File: config.mk
export PLATFORM = sky130hd
export DESIGN_NAME = pipeline_hazard_controller
export DESIGN_NICKNAME = d
export VERILOG_FILES = /design/src/rtl/pipe_ctrl_pkg.sv /design/src/rtl/hazard_fwd_unit.sv /design/src/rtl/pipeline_hazard_controller.sv
export SDC_FILE = /design/constraint.sdc
export NUM_CORES = 1
export LEC_CHECK = 0
export BUFFER_PORTS_ARGS = -buffer_cell sky130_fd_sc_hd__buf_2
export CAP_MARGIN = 20
export CORE_MARGIN = 2
export CORE_UTILIZATION = 54
export CTS_BUF_LIST = sky130_fd_sc_hd__clkbuf_8
export CTS_CLUSTER_DIAMETER = 200
export DETAILED_ROUTE_END_ITERATION = 12
export PLACE_DENSITY_LB_ADDON = 0.1
export SLEW_MARGIN = 20
export SYNTH_ARGS = -nofsm -noshare
export SYNTH_HDL_FRONTEND = slang
export SYNTH_SLANG_ARGS = --single-unit
File: constraint.sdc
create_clock -name clk -period 2.1 [get_ports clk]
set_input_delay 0.21 -clock clk [delete_from_list [all_inputs] [get_ports clk]]
set_output_delay 0.21 -clock clk [all_outputs]
set_load 0.02 [all_outputs]
File: src/rtl/pipe_ctrl_pkg.sv
// pipe_ctrl_pkg: shared pipeline-control state type and operand forward-select codes
package pipe_ctrl_pkg;
  typedef enum logic [1:0] {RUN, MEM_WAIT, FAULT} state_t;
  localparam logic [1:0] FWD_REG = 2'd0;
  localparam logic [1:0] FWD_EXE = 2'd1;
  localparam logic [1:0] FWD_MEM = 2'd2;
endpackage

File: src/rtl/hazard_fwd_unit.sv
// hazard_fwd_unit: combinational RAW match, load-use/any-RAW hazard and ALU operand forward select
module hazard_fwd_unit
  import pipe_ctrl_pkg::*;
#(
  parameter bit FORWARD_EN = 1'b1
) (
  input  logic [3:0] src1,
  input  logic [3:0] src2,
  input  logic       src1_vld,
  input  logic       two_src,
  input  logic [3:0] exe_dest,
  input  logic       exe_wb_en,
  input  logic       exe_mem_r_en,
  input  logic [3:0] mem_dest,
  input  logic       mem_wb_en,
  output logic       hazard,
  output logic [1:0] fwd_sel1,
  output logic [1:0] fwd_sel2
);
  logic e1, e2, m1, m2;
  always_comb begin
    e1 = src1_vld & exe_wb_en & (src1 == exe_dest);
    e2 = two_src & exe_wb_en & (src2 == exe_dest);
    m1 = src1_vld & mem_wb_en & (src1 == mem_dest);
    m2 = two_src & mem_wb_en & (src2 == mem_dest);
    hazard = FORWARD_EN ? exe_mem_r_en & (e1 | e2) : e1 | e2 | m1 | m2;
    // a load result is not available in EXE, so that match stalls rather than forwards
    fwd_sel1 = !FORWARD_EN ? FWD_REG : e1 ? (exe_mem_r_en ? FWD_REG : FWD_EXE) : m1 ? FWD_MEM : FWD_REG;
    fwd_sel2 = !FORWARD_EN ? FWD_REG : e2 ? (exe_mem_r_en ? FWD_REG : FWD_EXE) : m2 ? FWD_MEM : FWD_REG;
  end
endmodule

File: src/rtl/pipeline_hazard_controller.sv
// pipeline_hazard_controller: stall/flush/forward sequencing, memory-wait FSM and NZCV status register
module pipeline_hazard_controller
  import pipe_ctrl_pkg::*;
#(
  parameter bit FORWARD_EN  = 1'b1,
  parameter int MEM_TIMEOUT = 255,
  parameter int CNT_W       = 16
) (
  input  logic             clk,
  input  logic             rst_n,
  input  logic [3:0]       id_src1,
  input  logic [3:0]       id_src2,
  input  logic             id_two_src,
  input  logic             id_src1_vld,
  input  logic [3:0]       exe_dest,
  input  logic             exe_wb_en,
  input  logic             exe_mem_r_en,
  input  logic [3:0]       mem_dest,
  input  logic             mem_wb_en,
  input  logic             mem_req,
  input  logic             mem_ready,
  input  logic             branch_taken,
  input  logic             exe_s,
  input  logic [3:0]       alu_status,
  output logic [3:0]       sr,
  output logic [1:0]       fwd_sel1,
  output logic [1:0]       fwd_sel2,
  output logic             freeze_pc,
  output logic             freeze_if_id,
  output logic             flush_if_id,
  output logic             flush_id_exe,
  output logic             freeze_back,
  output logic             mem_fault,
  output logic [CNT_W-1:0] stall_cnt
);
  localparam int TW = $clog2(MEM_TIMEOUT + 1);
  state_t        state;
  logic [TW-1:0] to_cnt;
  logic          hazard, fb, stall, bflush, frz, fault;
  logic [1:0]    sel1, sel2;
  hazard_fwd_unit #(.FORWARD_EN(FORWARD_EN)) u_hfu (
    .src1(id_src1), .src2(id_src2), .src1_vld(id_src1_vld), .two_src(id_two_src),
    .exe_dest(exe_dest), .exe_wb_en(exe_wb_en), .exe_mem_r_en(exe_mem_r_en),
    .mem_dest(mem_dest), .mem_wb_en(mem_wb_en),
    .hazard(hazard), .fwd_sel1(sel1), .fwd_sel2(sel2)
  );
  // a memory wait holds the whole pipe, so front-end freezes follow freeze_back too
  always_comb begin
    fault = (state == FAULT);
    fb = (state == RUN) ? (mem_req & !mem_ready) : ((state == MEM_WAIT) & !mem_ready);
    stall = hazard & !fb & !branch_taken;
    bflush = branch_taken & !fb & !fault;
    frz = fault | fb | stall;
    freeze_pc = rst_n & frz;
    freeze_if_id = rst_n & frz;
    flush_if_id = rst_n & bflush;
    flush_id_exe = rst_n & (fault | bflush | stall);
    freeze_back = rst_n & fb;
    fwd_sel1 = rst_n ? sel1 : FWD_REG;
    fwd_sel2 = rst_n ? sel2 : FWD_REG;
  end
  always_ff @(posedge clk or negedge rst_n)
    if (!rst_n) begin
      state <= RUN;
      to_cnt <= '0;
      mem_fault <= 1'b0;
      sr <= 4'b0000;
      stall_cnt <= '0;
    end else begin
      if (exe_s & !fb & !fault) sr <= alu_status;
      if (frz & ~&stall_cnt) stall_cnt <= stall_cnt + 1'b1;
      case (state)
        RUN: if (mem_req & !mem_ready) begin
          state <= MEM_WAIT;
          to_cnt <= '0;
        end
        MEM_WAIT: if (mem_ready) begin
          state <= RUN;
          to_cnt <= '0;
        end else begin
          to_cnt <= to_cnt + 1'b1;
          if (to_cnt == TW'(MEM_TIMEOUT - 1)) begin
            state <= FAULT;
            mem_fault <= 1'b1;
          end
        end
        default: state <= FAULT;
      endcase
    end
endmodule

==> results.toml <==
[power_and_ir_drop]
ir_drop_mv = 0.405
finalPower_mw = 1.96
seqPwrFrac = 0.384
p_clk_frac = 0.312
intPower_mw = 1.31
leakagePower_nw = 1.18
swShare = 0.332
p_switching_mw = 0.650
comb_power_share = 0.304
power_density_mw_per_mm2 = 754

[floorplanning]
fp.dieH_um = 65.7
die_w_um = 65.7
num_rows = 22
io_pins = 61
start_util = 0.562
die_area_mm2 = 0.00432
core_area_mm2 = 0.00366

[job]
drv_cap = 0

[clocking]
worstSkewPairLatency_ns = 0.28
cts_max_level = 2
cts_max_path_buffers = 2
tritoncts = "yes"
cts_setup_buffers = 0
ctsRootBufferMaster = "clkbuf_8"
numCtsBuffers = 5
clock-sinks = 31
path_clk_slew_ns = 0.07

[global_route]
grt_max_degree = 31
track_usage = 0.256
grt_overflow = 0
antenna_found_initial = 0
grt_pass1_vias = 1880
grt_pass1_wl_mm = 8.49

[synth]
ys_ff_latch = 31
synth_area_per_cell_um2 = 9.18
yosys_warnings = 0
synthArstFlopShare = 1.00
netlist_top_cells_area = "dfrtp_1 (38%), xnor2_1 (6.8%), nand3_1 (4.6%)"
synthFlopType = "dfrtp_1"
yosysSeqAreaShare = 0.377
synthCells = 224
yosysTopAreaCellShare = 0.377
syn_nets = 258
yosysTopAreaCell = "dfrtp_1"
syn-cell-area_mm2 = 0.00206
yosysUniqueCellTypes = 46
synth_edf_count = 0

[worst_setup_path]
critPathMaxFanout = 7
cp_cell_sequence = "o21ai_4 -> nor3_2 -> nor2_2 -> a31oi_1 -> buf_2"
crit_path_end_kind = "output pin"
r2r_cells = 6
crit_slowest_cell = "dfrtp_1"
path_depth = 5
cpLargestDelayFamily = "flip-flops"
critPathArrivalTime_ns = 1.74
cp-start-kind = "flop"
cp.required_ns = 1.89
criticalPathCategory = "reg -> out"
path_buf_inv = 1
slowest_delay_ns = 0.49

[timing]
relSlewSlack = 0.674
hold_violations = 0
drv_slew = 0
min_period_ns = 1.95
setup_viol = 0
max_freq_mhz = 512
worst_pin_slew_ns = 0.484
finClkSkew_ns = 0.00493
hold-worst-slack_ns = 0.153
rsz0062_at_grt = "false"
period_share = 0.931
tns_ns = 0

[route]
avgViaCountPerCell = 5.81
drt_first_iter_violations = 284
postRouteWirelength_mm = 5.09
drtPass1Iterations = 6
via_count = 2016
final_antenna_net_count = 0
avgRoutedWirePerCell_um = 14.7
drc = 0

[placement]
gp_congestion = 0.869
place_area_mm2 = 0.00246
port_buffers = 60
dp_hpwl_mm = 3.77

[finish]
drive_gt1_frac = 0.328
nets = 332
antenna_cells = 0
final_area_mm2 = 0.00260
fill_cells = 278
syn_to_final_growth_pct = 26.3

[run_status]
status = "finished clean"

[hold_path]
worstHoldPathType = "in -> reg"
hold_path_depth = 2
[sequential cells by signal, summed over array words and instances, names as in the netlist]
signal	cells
mem_fault	1
sr	4
stall_cnt	16
state	2
to_cnt	8
[worst paths after layout]
path                                from      endpoint  slack [ns]
max                             state[1]  flush_id_exe        0.15
min                        alu_status[3]         sr[3]        0.15
max reg2reg                 stall_cnt[0]  stall_cnt[1]        0.24
min reg2reg                    mem_fault     mem_fault        0.47
max in group asynchronous          rst_n      state[1]        1.23
min in group asynchronous          rst_n     mem_fault        0.27
[placed cells by master (no fill, tap or decap), drive strengths merged, types with 3 or more instances in the layout]
cell type  count
mux2           8
nor3           6
a21oi          4
clkbuf         6
and3           6
and4           3
inv            6
xnor2         16
a41oi          3
o31ai          5
o311ai         5
buf           72
or2            3
nand4         13
nand3         19
o21ai         17
a31oi          5
nor2          17
dfrtp         31
nand2         16
ha             3
nor4           4
[per-stage QoR]
stage	cells	setup WS, ns	utilization
finish	347	0.145	0.709
global route	347	0.0331	0.709
CTS	347	0.124	0.708
detailed placement	338	0.136	0.673
global placement	338	0.197	0.673
floorplan	224	0.0533	-
[synth_stat cells, types with 2 or more instances]
library cell and number:
and2_1 2, nor3_1 4, nor2_1 17, nor4_1 4, nor2b_1 2, o31a_1 2
nand4_1 13, buf_6 2, nand3_1 19, a21oi_1 4, a41oi_1 3, and3_1 6
and4_1 3, a2bb2oi_1 2, mux2_2 7, nand2b_1 2, dfrtp_1 31, xor2_1 2
or2_2 3, nand2_1 16, or3_1 2, xnor2_1 16, buf_2 2, a31oi_1 5
o311ai_0 5, nor3_2 2, buf_4 2, o31ai_1 5, ha_1 3, o21ai_0 16
mux2i_1 2, inv_1 6
[final cells by class]
cell class                      instances  area (um^2)  area share
Timing Repair Buffer                   73          400       0.154
Multi-Input combinational cell        181         1220       0.470
Inverter                                6         22.5     0.00867
Clock buffer                            6         82.6      0.0318
Sequential cell                        31          776       0.299
Tap cell                               48         60.1      0.0231
Clock inverter                          2         35.0      0.0135
[power groups by stage]
stage	combinational, mW	sequential [mW]	clock [mW]
after detailed placement	0.589	0.759	0
after global routing	0.657	0.763	0.646
after global placement	0.580	0.755	0
after floorplan	0.258	0.851	0
after CTS	0.592	0.748	0.621
final	0.595	0.752	0.612
[cells by family after synthesis]
kind of cell,after synthesis,synth area share
DFF,31,0.377
muxes,10,0.0554
and+or+nand+nor,96,0.246
buffers and inverters,12,0.0341
adders and majority gates,3,0.0183
AOI/OAI and AO/OA,54,0.192
xor gates and xnor gates,18,0.0767
[layer usage]
| layer | up-vias | track usage | wire length [um] |
|---|---|---|---|
| li1 | 1004 | - | - |
| met1 | 924 | 0.353 | 2260 |
| met2 | 79 | 0.399 | 2390 |
| met3 | 9 | 0.0582 | 362 |
| met4 | 0 | 0.0833 | 78 |
| met5 | - | 0 | 0 |
[timing repair]
| action | 4_1_cts | 5_1_grt |
|---|---|---|
| gates resized for setup | 1 | 1 |
| hold endpoints to repair | 1 | 0 |
| endpoints found under the setup margin | 1 | 2 |
| hold buffers | 1 | 0 |
Note: power is estimated with default switching activity, not from simulation.
